**config.mk**
```make
export PLATFORM = sky130hd
export DESIGN_NAME = avg_pool_sequencer_flat
export DESIGN_NICKNAME = d
export VERILOG_FILES = /design/src/rtl/avg_pool_sequencer_if.sv /design/src/rtl/avg_pool_sequencer.sv /design/src/flat_wrapper.sv
export SDC_FILE = /design/constraint.sdc
export NUM_CORES = 1
export LEC_CHECK = 0
export ABC_CLOCK_PERIOD_IN_PS = 11700
export CAP_MARGIN = 10
export CORE_ASPECT_RATIO = 1.1
export CORE_MARGIN = 8
export CORE_UTILIZATION = 49
export CTS_BUF_LIST = sky130_fd_sc_hd__clkbuf_16
export DETAILED_ROUTE_END_ITERATION = 10
export PLACE_DENSITY_LB_ADDON = 0.1
export REMOVE_ABC_BUFFERS = 1
export SLEW_MARGIN = 20
export SYNTH_ARGS = -nofsm -noshare
export SYNTH_HDL_FRONTEND = slang
export SYNTH_SLANG_ARGS = --single-unit
```
**constraint.sdc**
```tcl
create_clock -name clk -period 11.7 [get_ports clk]
set_clock_uncertainty 0.15 [all_clocks]
set_input_delay 2.34 -clock clk [delete_from_list [all_inputs] [get_ports clk]]
set_output_delay 2.34 -clock clk [all_outputs]
set_load 0.01 [all_outputs]
```
**src/rtl/avg_pool_sequencer_if.sv**
```systemverilog
// avg_pool_if
//   Pixel streams around the 2x2 average-pool sequencer.
//   Input stream  : in_valid / in_ready / in_pixel            (raster order)
//   Output stream : out_valid / out_ready / out_pixel / out_last
//   Modports      : slave  = sequencer side
//                   master = pixel producer / classifier buffer side
interface avg_pool_if #(
   parameter int RESOLUTION = 8
);
   logic                  in_valid;
   logic                  in_ready;
   logic [RESOLUTION-1:0] in_pixel;
   logic                  out_valid;
   logic                  out_ready;
   logic [RESOLUTION-1:0] out_pixel;
   logic                  out_last;

   modport slave (
      input  in_valid, in_pixel, out_ready,
      output in_ready, out_valid, out_pixel, out_last
   );

   modport master (
      output in_valid, in_pixel, out_ready,
      input  in_ready, out_valid, out_pixel, out_last
   );
endinterface

```
**src/rtl/avg_pool_sequencer.sv**
```systemverilog
// avg_pool_sequencer
//   Frame-level sequencer for 2x2 average pooling of one IMG_W x IMG_H image.
//   Even rows are stored in a line buffer; on each odd-row odd-column pixel the
//   2x2 window is summed and its average is registered onto the output stream.
//
// Ports
//   clk    in   single clock, rising edge
//   reset  in   synchronous, active-high
//   start  in   one-cycle frame request, honoured only in IDLE
//   busy   out  high whenever the sequencer is not IDLE
//   done   out  one-cycle pulse after the final output has been accepted
//   pix    avg_pool_if.slave: input pixel stream and averaged output stream
//
// Build option
//   POOL_ROUND_EN  defined  : out_pixel = (sum + 2) >> 2  (round half up)
//                  undefined: out_pixel = sum >> 2        (truncate)
//
// state      | meaning
// -----------+-------------------------------------------------------------
// IDLE       | waiting for start, input not accepted
// LOAD_EVEN  | storing an even row into line_buf
// LOAD_ODD   | odd row: even col -> left_reg, odd col -> window result
// DRAIN      | all pixels consumed, waiting for final output acceptance
// DONE       | done pulse, back to IDLE
module avg_pool_sequencer #(
   parameter int RESOLUTION = 8,
   parameter int IMG_W      = 28,
   parameter int IMG_H      = 28
) (
   input  logic      clk,
   input  logic      reset,
   input  logic      start,
   output logic      busy,
   output logic      done,
   avg_pool_if.slave pix
);

   localparam int CW = $clog2(IMG_W);
   localparam int RW = $clog2(IMG_H);
   localparam int SW = RESOLUTION + 2;
   localparam logic [CW-1:0] COL_LAST = CW'(IMG_W - 1);
   localparam logic [RW-1:0] ROW_LAST = RW'(IMG_H - 1);
   localparam logic [CW-1:0] COL_ONE  = CW'(1);

   if ((IMG_W % 2) != 0) begin : g_bad_width
      $error("avg_pool_sequencer: IMG_W must be even");
   end
   if ((IMG_H % 2) != 0) begin : g_bad_height
      $error("avg_pool_sequencer: IMG_H must be even");
   end

   typedef enum logic [2:0] {
      S_IDLE,
      S_LOAD_EVEN,
      S_LOAD_ODD,
      S_DRAIN,
      S_DONE
   } state_t;

   state_t                state_q, state_d;
   logic [CW-1:0]         col_q, col_d;
   logic [RW-1:0]         row_q, row_d;

   logic [RESOLUTION-1:0] line_buf [IMG_W];
   logic [RESOLUTION-1:0] left_reg;

   logic                  out_valid_q;
   logic [RESOLUTION-1:0] out_pixel_q;
   logic                  out_last_q;

   logic                  in_ready;
   logic                  in_acc;
   logic                  odd_col;
   logic                  win_load;
   logic                  win_last;
   logic [CW-1:0]         col_pair;
   logic [SW-1:0]         sum;
   logic [RESOLUTION-1:0] avg;

   assign odd_col  = col_q[0];
   // Left column of the current window in the line buffer.
   assign col_pair = col_q & ~COL_ONE;
   assign in_acc   = pix.in_valid & in_ready;
   assign win_load = in_acc & (state_q == S_LOAD_ODD) & odd_col;
   assign win_last = (row_q == ROW_LAST) && (col_q == COL_LAST);

   // Two extra bits hold the sum of four full-scale pixels without overflow.
   assign sum = SW'(line_buf[col_pair]) + SW'(line_buf[col_q])
              + SW'(left_reg) + SW'(pix.in_pixel);

`ifdef POOL_ROUND_EN
   logic [SW-1:0] sum_rnd;
   // Max 1020 + 2 still fits SW bits, and (1022 >> 2) = 255.
   assign sum_rnd = sum + SW'(2);
   assign avg     = RESOLUTION'(sum_rnd >> 2);
`else
   assign avg     = RESOLUTION'(sum >> 2);
`endif

   always_ff @(posedge clk) begin
      if (reset) begin
         state_q <= S_IDLE;
         col_q   <= '0;
         row_q   <= '0;
      end else begin
         state_q <= state_d;
         col_q   <= col_d;
         row_q   <= row_d;
      end
   end

   always_comb begin
      state_d  = state_q;
      col_d    = col_q;
      row_d    = row_q;
      in_ready = 1'b0;

      case (state_q)
         S_IDLE: begin
            if (start) begin
               state_d = S_LOAD_EVEN;
               col_d   = '0;
               row_d   = '0;
            end
         end

         S_LOAD_EVEN: begin
            in_ready = 1'b1;
            if (in_acc) begin
               if (col_q == COL_LAST) begin
                  col_d   = '0;
                  row_d   = row_q + RW'(1);
                  state_d = S_LOAD_ODD;
               end else begin
                  col_d = col_q + COL_ONE;
               end
            end
         end

         S_LOAD_ODD: begin
            // Odd columns produce a result, so they wait for room in the
            // output register; accept and replace in the same cycle is allowed.
            in_ready = odd_col ? (!out_valid_q || pix.out_ready) : 1'b1;
            if (in_acc) begin
               if (col_q == COL_LAST) begin
                  col_d = '0;
                  if (row_q == ROW_LAST) begin
                     row_d   = '0;
                     state_d = S_DRAIN;
                  end else begin
                     row_d   = row_q + RW'(1);
                     state_d = S_LOAD_EVEN;
                  end
               end else begin
                  col_d = col_q + COL_ONE;
               end
            end
         end

         S_DRAIN: begin
            if (!out_valid_q || pix.out_ready) begin
               state_d = S_DONE;
            end
         end

         S_DONE: begin
            state_d = S_IDLE;
         end

         default: begin
            state_d = S_IDLE;
         end
      endcase
   end

   // Pixel storage is never cleared; every entry is rewritten before use.
   always_ff @(posedge clk) begin
      if ((state_q == S_LOAD_EVEN) && in_acc) begin
         line_buf[col_q] <= pix.in_pixel;
      end
      if ((state_q == S_LOAD_ODD) && in_acc && !odd_col) begin
         left_reg <= pix.in_pixel;
      end
   end

   always_ff @(posedge clk) begin
      if (reset) begin
         out_valid_q <= 1'b0;
         out_pixel_q <= '0;
         out_last_q  <= 1'b0;
      end else if (win_load) begin
         out_valid_q <= 1'b1;
         out_pixel_q <= avg;
         out_last_q  <= win_last;
      end else if (out_valid_q && pix.out_ready) begin
         out_valid_q <= 1'b0;
         out_last_q  <= 1'b0;
      end
   end

   assign busy          = (state_q != S_IDLE);
   assign done          = (state_q == S_DONE);
   assign pix.in_ready  = in_ready;
   assign pix.out_valid = out_valid_q;
   assign pix.out_pixel = out_pixel_q;
   assign pix.out_last  = out_last_q;

endmodule
```
**src/flat_wrapper.sv**
```systemverilog
// flat-port wrapper written by rule: the top's interface ports become plain ports
module avg_pool_sequencer_flat 
#(
   parameter int RESOLUTION = 8,
   parameter int IMG_W      = 28,
   parameter int IMG_H      = 28
)
  (clk, reset, start, busy, done, pix_in_valid, pix_in_pixel, pix_out_ready, pix_in_ready, pix_out_valid, pix_out_pixel, pix_out_last);
  avg_pool_if #(.RESOLUTION(RESOLUTION)) pix_i ();
  input  logic clk;
  input  logic reset;
  input  logic start;
  output logic busy;
  output logic done;
  input wire logic [$bits(pix_i.in_valid)-1:0] pix_in_valid;
  input wire logic [$bits(pix_i.in_pixel)-1:0] pix_in_pixel;
  input wire logic [$bits(pix_i.out_ready)-1:0] pix_out_ready;
  output wire logic [$bits(pix_i.in_ready)-1:0] pix_in_ready;
  output wire logic [$bits(pix_i.out_valid)-1:0] pix_out_valid;
  output wire logic [$bits(pix_i.out_pixel)-1:0] pix_out_pixel;
  output wire logic [$bits(pix_i.out_last)-1:0] pix_out_last;
  assign pix_i.in_valid = pix_in_valid;
  assign pix_i.in_pixel = pix_in_pixel;
  assign pix_i.out_ready = pix_out_ready;
  assign pix_in_ready = pix_i.in_ready;
  assign pix_out_valid = pix_i.out_valid;
  assign pix_out_pixel = pix_i.out_pixel;
  assign pix_out_last = pix_i.out_last;
  avg_pool_sequencer #(.RESOLUTION(RESOLUTION), .IMG_W(IMG_W), .IMG_H(IMG_H)) u_core (.clk(clk), .reset(reset), .start(start), .busy(busy), .done(done), .pix(pix_i));
endmodule
```
# Word-level counts from Yosys, hierarchy flattened
# Memories as Yosys holds them, arrays and structs flattened. A register that Yosys moved wholly into a read port is not among the register bits.
# Index checks and enable logic that the tools add are counted.
[totals]
memories = 1
in_bits = 13
mem_bits_rw = 224
out_inout_bits = 13
ff_bits = 31
elab_cells = 75
[op_classes]
addsub = 5
mux = 29
bitwise_logic = 3
eq_ne = 13
reduce_logical = 17
[mem_list]
columns = ["memory", "depth", "word_bits", "read_ports", "rd_ports_with_merged_regs", "write_ports", "line", "source"]
rows = [
  ["u_core.line_buf", 28, 8, 2, 2, 1, "avg_pool_sequencer.sv:64", "logic [RESOLUTION-1:0] line_buf [IMG_W];"],
]
[op_table]
columns = ["op", "count"]
rows = [
  ["two-way mux 5 bit", 12],
  ["adder 10 x 8 -> 10 bit", 2],
  ["two-way mux 3 bit", 6],
  ["one-hot mux 5 bit (3 select lines)", 1],
  ["one-hot mux 3 bit (4 select lines)", 1],
  ["AND reduction 6 bit", 2],
  ["adder 5 x 1 -> 5 bit (second input constant)", 2],
  ["== test 5 bit (second input constant)", 2],
  ["inequality test 2 x 1 -> 1 bit (second input constant)", 5],
  ["one-hot mux 5 bit (2 select lines)", 1],
  ["adder 8 x 8 -> 9 bit", 1],
  ["== test 3 x 2 -> 1 bit (second input constant)", 2],
  ["two-way mux 1 bit", 6],
  ["nonzero test 3 bit", 2],
  ["logical AND 1 bit", 5],
  ["inequality test 2 bit (second input constant)", 2],
  ["nonzero test 2 bit", 2],
  ["AND 1 bit", 3],
  ["== test 3 x 1 -> 1 bit (second input constant)", 1],
  ["== test 3 bit (second input constant)", 1],
  ["logical NOT 3 bit", 1],
  ["AND reduction 3 bit", 1],
  ["logical NOT 1 bit", 2],
  ["two-way mux 2 bit", 1],
  ["3 further kinds", 3],
]

# Depth between registers and ports, before layout
[depth]
word_depth = 9
ltp_mapped = 24
mapped_depth_nobuf = 21

# Worst setup path after synthesis
# OpenSTA, ideal clock, no wires.
[synth_timing]
kind = "input to output"
startpoint = "input pix_out_ready"
endpoint = "output pix_in_ready"
required_time_ns = 9.210
arrival_time_ns = 2.897
path_buffers = 0
setup_slack_ns = 6.313
stages = 3
cell_sequence = "and3b_1 o21a_1 nor2_1"
[synth_between]
elab_chain_cells = 3
[synth_lines]
columns = ["element", "line", "source"]
rows = [
  ["start, declared", "flat_wrapper.sv:17", "input wire logic [$bits(pix_i.out_ready)-1:0] pix_out_ready;"],
  ["logical OR 1 bit", "avg_pool_sequencer.sv:143", "in_ready = odd_col ? (!out_valid_q || pix.out_ready) : 1'b1;"],
  ["two-way mux 1 bit", "avg_pool_sequencer.sv:143", ""],
  ["one-hot mux 1 bit (2 select lines)", "avg_pool_sequencer.sv:118", "case (state_q)"],
  ["end, declared", "flat_wrapper.sv:18", "output wire logic [$bits(pix_i.in_ready)-1:0] pix_in_ready;"],
]
# Every way passes these cells.

# Final worst setup path
# Same ends and word-level chain as after synthesis.

==> flow_summary.ini <==
[run_status]
outcome = complete, no violations

[global_route]
grt_overflow = 0
grt_pass1_wl_um = 36600
grt_usage = 0.1695
grt_max_degree = 50
antenna_found_initial = 0
first_global_vias = 6233

[yosys]
synth_warnings = 0
synthDistinctLibCells = 64
synth_area_per_cell_um2 = 15.90
synth_edf_count = 232
synth-seq-area-share = 0.6706
synth-main-ff-cell = edfxtp_1
netlist_area_um2 = 11220
ys_ff_latch = 260
async_flop_share = 0
netlist_instances = 706

[placement]
post-place-cells = 1011
dp_slack_ns = 5.315
io_buffers = 25
gp_congestion = 0.8082
dpl.hpwl_um = 15230
placement.cell_area_um2 = 11760

[detailed_routing]
vias = 6070
drtIter0Drc = 401
drc = 0
wire_per_inst_um = 22.50
drt_first_pass_iters = 5
viasPerCell = 5.737
antenna_left = 0
drt_wl_total_um = 23800

[timing]
tightest_slew_ns = 0.9900
setup_ws_ns = 5.305
grt_setup_unrepaired = no
finalCritPeriodShare = 0.5466
drv_slew = 0
setup_viol = 0
slew_headroom = 0.3375
setup-tns-final_ns = 0
hold_viol = 0
fin_crit_ns = 6.395
clock.fmax_ghz = 0.1564
holdWs_ns = 0.3312

[setup_path]
cpPeakStageDelay_ns = 0.55
cp_common_cell = clkdlybuf4s50_1
path_cells = clkdlybuf4s50_1, and3b_1, o21a_1, nor2_1, clkdlybuf4s50_1
start_kind = input pin
critPathMaxFanout = 3
crit_type = input pin to primary output
worstSetupEndpointType = primary output
rr_worst_depth = 17
crit_required_ns = 9.21
critical_path_arrival_ns = 3.91
slowest_stage = clkdlybuf4s50_1

[clock_tree]
cts-resized-gates = 0
htreeDepth = 1
clock_path_buffers = 3
cts_setup_buffers = 0
hold_buffers = 0
cts-root-buf = clkbuf_16
cts_tree = done
clock_sinks = 260
cts_made_buffers = 26
clk_pin_slew_ns = 0.06
clk-insertion-delay-late_ns = 0.54

[pwr]
leakage_nw = 4.081
irDropWorstVdd_mv = 0.1179
p_per_area_nw_per_um2 = 161.1
power.total_mw = 2.038

[floorplan]
io_pins = 26
dieHeight_um = 174.7
initial_core_util = 0.4942
core_area_um2 = 22710
rows = 58
fp.dieArea_um2 = 28010
die_w_um = 160.3

[worst_hold_path]
hold_depth = 2
min_path_type = register to register

[layout]
multi_input_area_um2 = 3356
design_area_um2 = 12650
nNetsFinal = 782
num-fill-cells = 1756
final_core_util = 0.5571
syn2layout_area_growth_pct = 12.74
antenna_cells = 0
stdcell_count = 1058
seqCellArea_um2 = 7533
largest_reg_flops = 224
drive_gt1_frac = 0.1570

[flow_run]
cap_violations = 0
-- metal layers --
layer | GRT usage | up-vias | wire (um)
met4 | 0.05300 | 0 | 571
li1 | - | 2803 | -
met3 | 0.02636 | 32 | 1121
met1 | 0.2265 | 3082 | 10640
met5 | 0 | - | 0
met2 | 0.2813 | 153 | 11470
-- layout make-up --
class,count,area share
multi-input combinational,374,0.2652
clock inverter,16,0.009492
timing repair buffer,38,0.02749
tap,300,0.02966
clock buffer,31,0.06130
inverter,39,0.01157
sequential,260,0.5953
-- cells in the mapped netlist (3+ instances only) --
| cell type | count | share of area |
|---|---|---|
| mux4_2 | 40 | 0.080 |
| o21ai_1 | 5 | 0.0022 |
| nor3_1 | 5 | 0.0022 |
| nor2b_1 | 5 | 0.0028 |
| o31ai_1 | 4 | 0.0027 |
| ha_1 | 21 | 0.023 |
| fa_1 | 9 | 0.016 |
| nand2b_1 | 7 | 0.0039 |
| a21oi_1 | 15 | 0.0067 |
| o211ai_1 | 7 | 0.0047 |
| o21ai_0 | 22 | 0.0098 |
| or3_1 | 4 | 0.0022 |
| o21a_1 | 3 | 0.0020 |
| a221oi_1 | 9 | 0.0070 |
| nor4_1 | 4 | 0.0022 |
| or3b_2 | 3 | 0.0023 |
| inv_1 | 39 | 0.013 |
| nand3_1 | 9 | 0.0040 |
| mux2_2 | 11 | 0.011 |
| nand2_1 | 38 | 0.013 |
| a21boi_0 | 6 | 0.0040 |
| xor2_1 | 4 | 0.0031 |
| nor4b_1 | 3 | 0.0023 |
| clkbuf_1 | 12 | 0.0040 |
| dfxtp_1 | 28 | 0.050 |
| buf_2 | 6 | 0.0027 |
| xnor2_1 | 3 | 0.0023 |
| mux2i_1 | 39 | 0.035 |
| edfxtp_1 | 232 | 0.62 |
| buf_1 | 3 | 0.0010 |
| nor2_1 | 51 | 0.017 |
| o2111ai_1 | 8 | 0.0062 |
| buf_4 | 7 | 0.0047 |
| buf_6 | 5 | 0.0050 |
| o22ai_1 | 3 | 0.0017 |
-- worst paths after layout --
check                                                 startpoint                                   end  slack, ns
worst max-delay path                               pix_out_ready                          pix_in_ready       5.30
worst min register to register  u_core.pix.out_last$_SDFFE_PP0P_      u_core.pix.out_last$_SDFFE_PP0P_       0.33
worst max register to register                          register  u_core.pix.out_pixel[5]$_SDFFE_PP0P_       6.01
worst min-delay path            u_core.pix.out_last$_SDFFE_PP0P_      u_core.pix.out_last$_SDFFE_PP0P_       0.33
-- logic make-up (layout without fill, tap and decap cells) --
| logic type | count (synthesis) | in the layout | synth area share |
|---|---|---|---|
| DFF | 260 | 260 | 0.6706 |
| and+or+nand+nor | 145 | 145 | 0.06387 |
| AOI/OAI and AO/OA | 101 | 101 | 0.06287 |
| muxes | 91 | 91 | 0.1273 |
| buffers and inverters | 72 | 124 | 0.03043 |
| adders and majority gates | 30 | 30 | 0.03946 |
| xor gates and xnor gates | 7 | 7 | 0.005462 |
-- where the power goes --
group | switching, mW | leakage (nW) | internal [mW]
combinational | 0.101 | 1.30 | 0.0754
clock | 0.347 | 0.462 | 0.496
sequential | 0.00612 | 2.31 | 1.01
-- critical path, delay by kind of cell --
kind	cells	cell delay, ns
buffers and inverters	2	1.03
AO/OA/AOI/OAI	1	0.23
AND/OR/NAND/NOR	2	0.30
-- cell usage in the layout, fill, tap and decap left out, types with 15 or more instances in the layout --
| master | count |
|---|---|
| clkbuf_16 | 31 |
| dfxtp_1 | 25 |
| clkdlybuf4s50_1 | 25 |
| a21oi_1 | 15 |
| mux4_2 | 40 |
| o21ai_0 | 22 |
| inv_1 | 44 |
| nand2_1 | 38 |
| edfxtp_1 | 232 |
| nor2_1 | 51 |
| ha_1 | 21 |
| mux2i_1 | 39 |
(Power assumes the default switching activity.)
